File: src/rtl/tron_pkg.sv
// Shared Tron timing constants and the per-channel tick action type.
package tron_pkg;

    localparam int unsigned CLK_HZ      = 50_000_000;
    localparam int unsigned DIV_4HZ     = CLK_HZ / 4;
    localparam int unsigned DIV_8HZ     = CLK_HZ / 8;
    localparam int unsigned MIN_DIV_DEF = 1_250_000;
    localparam int unsigned STEP_DEF    = 250_000;

    // What a channel does at the next edge, in priority order.
    typedef enum logic [2:0] {
        ACT_LOAD,
        ACT_REARM,
        ACT_HOLD,
        ACT_TICK,
        ACT_COUNT
    } ch_act_e;

    function automatic int unsigned sel_width(input int unsigned n);
        return (n > 1) ? $clog2(n) : 1;
    endfunction

endpackage

File: src/rtl/game_tick_gen_if.sv
// Control/status bundle between the game logic and the tick generator.
interface game_tick_gen_if
    import tron_pkg::*;
#(
    parameter int unsigned NUM_CH = 2,
    parameter int unsigned CNT_W  = 28
);
    localparam int unsigned SEL_W = sel_width(NUM_CH);

    logic [NUM_CH-1:0]       enable;
    logic                    pause;
    logic [NUM_CH-1:0]       accel_en;
    logic                    load;
    logic [SEL_W-1:0]        ch_sel;
    logic [CNT_W-1:0]        div_in;
    logic [NUM_CH-1:0]       tick;
    logic [NUM_CH*CNT_W-1:0] period;

    modport master (
        output enable, pause, accel_en, load, ch_sel, div_in,
        input  tick, period
    );

    modport slave (
        input  enable, pause, accel_en, load, ch_sel, div_in,
        output tick, period
    );

endinterface

File: src/rtl/tick_channel.sv
// One programmable tick channel: period register, down-counter and
// load / disable / pause / terminal-count priority.
module tick_channel
    import tron_pkg::*;
#(
    parameter int unsigned CNT_W       = 28,
    parameter int unsigned DEFAULT_DIV = DIV_4HZ,
    parameter int unsigned MIN_DIV     = MIN_DIV_DEF,
    parameter int unsigned STEP        = STEP_DEF
) (
    input  logic             clk,
    input  logic             resetn,
    input  logic             load,
    input  logic [CNT_W-1:0] div_in,
    input  logic             enable,
    input  logic             pause,
    input  logic             accel_en,
    output logic             tick,
    output logic [CNT_W-1:0] per
);

    localparam logic [CNT_W-1:0] MIN_V  = CNT_W'(MIN_DIV);
    localparam logic [CNT_W-1:0] DEF_V  = CNT_W'(DEFAULT_DIV);
    localparam logic [CNT_W-1:0] ONE_V  = CNT_W'(1);
    localparam logic [CNT_W:0]   STEP_V = (CNT_W+1)'(STEP);

    logic [CNT_W-1:0] cnt;
    logic [CNT_W-1:0] per_nx;
    logic [CNT_W-1:0] cnt_nx;
    logic             tick_nx;
    logic [CNT_W-1:0] load_v;
    logic [CNT_W-1:0] accel_v;
    logic [CNT_W:0]   diff;
    ch_act_e          act;

    always_comb begin
        load_v = (div_in < MIN_V) ? MIN_V : div_in;

        // Extra bit catches underflow so a short period saturates at MIN_DIV.
        diff    = {1'b0, per} - STEP_V;
        accel_v = (diff[CNT_W] || (diff[CNT_W-1:0] < MIN_V)) ? MIN_V : diff[CNT_W-1:0];

        if (load)
            act = ACT_LOAD;
        else if (!enable)
            act = ACT_REARM;
        else if (pause)
            act = ACT_HOLD;
        else if (cnt == '0)
            act = ACT_TICK;
        else
            act = ACT_COUNT;
    end

    always_comb begin
        per_nx  = per;
        cnt_nx  = cnt;
        tick_nx = 1'b0;
        unique case (act)
            ACT_LOAD: begin
                per_nx = load_v;
                cnt_nx = load_v - ONE_V;
            end
            ACT_REARM: begin
                cnt_nx = per - ONE_V;
            end
            ACT_HOLD: begin
            end
            ACT_TICK: begin
                tick_nx = 1'b1;
                per_nx  = accel_en ? accel_v : per;
                cnt_nx  = per_nx - ONE_V;
            end
            ACT_COUNT: begin
                cnt_nx = cnt - ONE_V;
            end
            default: begin
            end
        endcase
    end

    always_ff @(posedge clk) begin
        if (!resetn) begin
            per  <= DEF_V;
            cnt  <= DEF_V - ONE_V;
            tick <= 1'b0;
        end else begin
            per  <= per_nx;
            cnt  <= cnt_nx;
            tick <= tick_nx;
        end
    end

endmodule

File: src/rtl/game_tick_gen.sv
// Multi-channel programmable tick generator: NUM_CH tick_channel instances
// sharing pause and a single load port addressed by ch_sel.
module game_tick_gen
    import tron_pkg::*;
#(
    parameter int unsigned NUM_CH      = 2,
    parameter int unsigned CNT_W       = 28,
    parameter int unsigned DEFAULT_DIV = DIV_4HZ,
    parameter int unsigned MIN_DIV     = MIN_DIV_DEF,
    parameter int unsigned STEP        = STEP_DEF
) (
    input  logic            CLOCK_50,
    input  logic            resetn,
    game_tick_gen_if.slave  bus
);

    logic [NUM_CH-1:0]       ld;
    logic [NUM_CH-1:0]       tick_v;
    logic [NUM_CH*CNT_W-1:0] per_v;

    for (genvar i = 0; i < NUM_CH; i++) begin : g_ch
        // Out-of-range ch_sel values match no channel and are dropped.
        assign ld[i] = bus.load && (32'(bus.ch_sel) == 32'(i));

        tick_channel #(
            .CNT_W       (CNT_W),
            .DEFAULT_DIV (DEFAULT_DIV),
            .MIN_DIV     (MIN_DIV),
            .STEP        (STEP)
        ) u_ch (
            .clk      (CLOCK_50),
            .resetn   (resetn),
            .load     (ld[i]),
            .div_in   (bus.div_in),
            .enable   (bus.enable[i]),
            .pause    (bus.pause),
            .accel_en (bus.accel_en[i]),
            .tick     (tick_v[i]),
            .per      (per_v[i*CNT_W +: CNT_W])
        );
    end

    assign bus.tick   = tick_v;
    assign bus.period = per_v;

endmodule
File: src/flat_wrapper.sv
// flat-port wrapper written by rule: the top's interface ports become plain ports
module game_tick_gen_flat import tron_pkg::*;
#(
    parameter int unsigned NUM_CH      = 2,
    parameter int unsigned CNT_W       = 28,
    parameter int unsigned DEFAULT_DIV = DIV_4HZ,
    parameter int unsigned MIN_DIV     = MIN_DIV_DEF,
    parameter int unsigned STEP        = STEP_DEF
)
  (CLOCK_50, resetn, bus_enable, bus_pause, bus_accel_en, bus_load, bus_ch_sel, bus_div_in, bus_tick, bus_period);
  game_tick_gen_if #(.NUM_CH(NUM_CH), .CNT_W(CNT_W)) bus_i ();
  input  logic CLOCK_50;
  input  logic resetn;
  input wire logic [$bits(bus_i.enable)-1:0] bus_enable;
  input wire logic [$bits(bus_i.pause)-1:0] bus_pause;
  input wire logic [$bits(bus_i.accel_en)-1:0] bus_accel_en;
  input wire logic [$bits(bus_i.load)-1:0] bus_load;
  input wire logic [$bits(bus_i.ch_sel)-1:0] bus_ch_sel;
  input wire logic [$bits(bus_i.div_in)-1:0] bus_div_in;
  output wire logic [$bits(bus_i.tick)-1:0] bus_tick;
  output wire logic [$bits(bus_i.period)-1:0] bus_period;
  assign bus_i.enable = bus_enable;
  assign bus_i.pause = bus_pause;
  assign bus_i.accel_en = bus_accel_en;
  assign bus_i.load = bus_load;
  assign bus_i.ch_sel = bus_ch_sel;
  assign bus_i.div_in = bus_div_in;
  assign bus_tick = bus_i.tick;
  assign bus_period = bus_i.period;
  game_tick_gen #(.NUM_CH(NUM_CH), .CNT_W(CNT_W), .DEFAULT_DIV(DEFAULT_DIV), .MIN_DIV(MIN_DIV), .STEP(STEP)) u_core (.CLOCK_50(CLOCK_50), .resetn(resetn), .bus(bus_i));
endmodule
File: config.mk
export PLATFORM = sky130hd
export DESIGN_NAME = game_tick_gen_flat
export DESIGN_NICKNAME = d
export VERILOG_FILES = /design/src/rtl/tron_pkg.sv /design/src/rtl/game_tick_gen_if.sv /design/src/rtl/tick_channel.sv /design/src/rtl/game_tick_gen.sv /design/src/flat_wrapper.sv
export SDC_FILE = /design/constraint.sdc
export NUM_CORES = 1
export LEC_CHECK = 0
export BUFFER_PORTS_ARGS = -buffer_cell sky130_fd_sc_hd__buf_4
export CORE_ASPECT_RATIO = 0.7
export CORE_MARGIN = 4
export CORE_UTILIZATION = 45
export DETAILED_ROUTE_END_ITERATION = 12
export REMOVE_ABC_BUFFERS = 1
export SYNTH_ARGS = -nofsm -noshare
export SYNTH_HDL_FRONTEND = slang
export SYNTH_SLANG_ARGS = --single-unit
File: constraint.sdc
create_clock -name CLOCK_50 -period 9.8 [get_ports CLOCK_50]
set_input_delay 0 -clock CLOCK_50 [delete_from_list [all_inputs] [get_ports CLOCK_50]]
set_output_delay 0 -clock CLOCK_50 [all_outputs]
set_load 0.03 [all_outputs]
==> results.ini <==
[power_and_ir_drop]
p_leak_nw = 4.405
p_sw_uw = 535.5
pwr-share-clk = 0.411
max-vdd-ir-drop_mv = 0.1141
comb_power_share = 0.240
switching_share = 0.3335
p_int_mw = 1.070
power_frac_seq = 0.348
powerDensity_mw_per_mm2 = 136.8

[grt]
grt_pass1_wl_um = 64770
grt-ovfl-total = 0
grt_usage = 0.3275
antenna_found_initial = 0
grt_max_degree = 43
grt_pass1_vias = 10969

[clocking]
htreeDepth = 4
cts-root-buf = clkbuf_16
cts_resized = 0
cts_buffers = 17
cts.sinks = 114
clk_latency_ns = 0.44
cts_tree = built
clk_pin_slew_ns = 0.05
clockBufferDepth = 2

[outcome]
status = complete, no violations

[layout]
syn_to_final_growth_pct = 16.93
final_cells = 1806
final-seq-area_sq_mm = 0.002282
multi_input_area_sq_mm = 0.007222
finalNetCount = 1558
design_area_sq_mm = 0.01174
n_fill_cell = 2202
n_antenna_cell = 0
drive_gt1_frac = 0.1240

[logic_synthesis]
yosysSeqAreaShare = 0.2274
async_reset_ff_frac = 0
avgSynthCellArea_sq_um = 6.898
ys_ff_latch = 114
yosysWarnings = 0
synth_edf_count = 0
synth_cells = 1455
ys.flop_type = dfxtp_1
syn-cell-area_sq_mm = 0.01004
netlist-cell-type-count = 88

[timing]
relSlewSlack = 0.1155
hold_violations = 0
timing.final.max_slew_violations = 0
grt_setup_unrepaired = false
finalSetupViolCount = 0
tns_ns = 0
period_share = 0.6327
final.setup_skew_ns = 0.008330
min_period_ns = 6.200
fin_ws_ns = 3.600
tightest_slew_ns = 1.322
max_freq_mhz = 161.3

[die]
die_w_um = 186.5
fp.dieH_um = 132.9
num_rows = 45
initial_core_util = 0.4606
pin_count = 95
coreArea_sq_mm = 0.02179
die_area_sq_mm = 0.02479

[worst_setup_path]
endpoint_kind = register
critPathLaunchType = register
path_class = reg2reg
regToRegSetupSlack_ns = 3.60
path_max_fanout = 12
ff2ff_path_depth = 21
cp_data_arrival_time_ns = 6.50
worstPathRequired_ns = 10.10
r2r-end = u_core.g_ch[1].u_ch.cnt[18]
rr_startpoint = u_core.g_ch[1].u_ch.per[4]

[run]
cap_violations = 0

[worst_hold_path]
hold-path-endpoint = u_core.g_ch[1].u_ch.cnt[5]
hp-class = in2reg
worstHoldStart = bus_enable[1]
min_path_cells = 5

[routing]
drc = 0
ant_nets = 0
first_iter_violations = 1846
wl_per_cell_um = 23.34
dr.pass1.iters = 6
via_count = 12164
viasPerCell = 6.735
wl_um = 42150

[placement]
port_buffers = 94
place_area_sq_mm = 0.01089
globalplace.congestion = 0.9585
dp_hpwl_um = 31170
place_inst = 1753
pre_cts_slack_ns = 3.807

## per-stage QoR
| step | hold WS, ns | utilization | total power, mW |
|---|---|---|---|
| 2_1_floorplan | 0.06194 | - | 0.7886 |
| 3_3_place_gp | 0.3057 | 0.4997 | 0.9328 |
| 3_5_place_dp | 0.3094 | 0.4997 | 0.9326 |
| 4_1_cts | 0.05079 | 0.5386 | 1.597 |
| 5_1_grt | 0.09115 | 0.5386 | 1.667 |
| 6_report | 0.06677 | 0.5386 | 1.606 |
## critical path: stages, from the launching register on
cell and delay (ns):
dfxtp_1 0.38, inv_1 0.13, ha_1 0.36, nand2b_1 0.20, a221oi_2 0.48, o21ai_1 0.27
or3b_2 0.58, nand2_1 0.32, a21oi_1 0.11, a211oi_1 0.22, buf_4 0.25, nand2_1 0.13
a22oi_1 0.24, ha_1 0.26, nand2_1 0.08, a211oi_1 0.18, o31ai_1 0.14, or3b_1 0.50
or4_1 0.63, or3_1 0.37, a21oi_1 0.15, o21ai_1 0.07
## area by class of cell
class                      instances  area share
tap                              282     0.03007
inverter                          33     0.01056
clock buffer                      25     0.04563
multi-input combinational       1203      0.6154
sequential                       114      0.1945
timing repair buffer             145     0.09788
clock inverter                     4    0.005971
## flip-flops by register name (all words and copies together), names as in the netlist
register	flops
u_core.g_ch.u_ch.per	56
u_core.g_ch.u_ch.cnt	56
u_core.g_ch.u_ch.tick	2
## worst max path at each step
stage                                        endpoint                  startpoint  slack (ns)
after floorplan           u_core.g_ch[1].u_ch.cnt[22]  u_core.g_ch[1].u_ch.per[4]        4.10
after global placement    u_core.g_ch[1].u_ch.cnt[18]  u_core.g_ch[1].u_ch.per[4]        3.97
after detailed placement  u_core.g_ch[1].u_ch.cnt[18]  u_core.g_ch[1].u_ch.per[4]        3.81
after CTS                 u_core.g_ch[1].u_ch.cnt[18]  u_core.g_ch[1].u_ch.per[4]        3.74
after global routing      u_core.g_ch[1].u_ch.cnt[22]  u_core.g_ch[1].u_ch.per[4]        3.13
final                     u_core.g_ch[1].u_ch.cnt[18]  u_core.g_ch[1].u_ch.per[4]        3.60
## what timing repair did
action / CTS / global route
endpoints found under the hold margin: 50 / 0
hold buffers: 24 / 0
setup buffers: 0 / 0
## power groups by stage
stage	clock [mW]	sequential, mW	combinational (mW)
final	0.661	0.559	0.386
after global routing	0.685	0.563	0.419
after CTS	0.664	0.556	0.377
after detailed placement	0	0.565	0.368
after global placement	0	0.565	0.368
after floorplan	0	0.570	0.219
## metal layers
metal	wire length, um	track usage	vias to the layer above
li1	-	-	5548
met1	19580	0.4895	5834
met2	16940	0.4573	735
met3	5191	0.1071	47
met4	449	0.06445	0
met5	0	0	-
## Yosys cell counts (all sizes together), types with 9 or more instances
library cell | instances | area, sq um
a22oi | 28 | 210.2
and3 | 10 | 62.56
nor3 | 56 | 285.3
xor2 | 33 | 289.0
a21oi | 124 | 620.6
and2 | 17 | 110.1
o211ai | 24 | 180.2
a221oi | 25 | 225.2
o22ai | 27 | 168.9
o31ai | 9 | 67.56
inv | 31 | 116.4
mux2i | 12 | 120.1
dfxtp | 114 | 2282
nand3 | 54 | 270.3
or4 | 13 | 101.4
o21a | 11 | 83.83
clkbuf | 93 | 349.1
nand4 | 19 | 118.9
nand2 | 164 | 615.6
nor4 | 31 | 221.5
xnor2 | 54 | 473.0
o221ai | 16 | 140.1
o21ai | 130 | 665.6
buf | 12 | 71.31
a211oi | 9 | 67.56
nand2b | 12 | 75.07
a31oi | 20 | 125.1
or3 | 18 | 112.6
nor2b | 9 | 56.30
nor2 | 151 | 566.8
## layout by cell type (no fill, tap or decap), types with 19 or more instances in the layout
master	netlist	final
nand2_1	164	164
nor2_1	151	151
a21oi_1	124	124
o21ai_0	121	121
buf_4	2	121
dfxtp_1	114	114
nor3_1	55	55
xnor2_1	54	54
nand3_1	54	54
xor2_1	33	33
inv_1	31	31
nor4_1	28	28
a22oi_1	28	28
o22ai_1	27	27
a221oi_1	24	24
o211ai_1	24	24
dlygate4sd3_1	0	24
a31oi_1	20	20
nand4_1	19	19
## cells by family after synthesis
logic type,count (synthesis),share of synthesized area
AND/OR/NAND/NOR,595,0.2939
AO/OA/AOI/OAI,498,0.3234
buffers and inverters,138,0.05423
flip-flops,114,0.2274
XOR/XNOR,87,0.07593
multiplexers,16,0.01646
adder cells (fa/ha/maj),7,0.008727
Note: power is estimated with default switching activity, not from simulation.
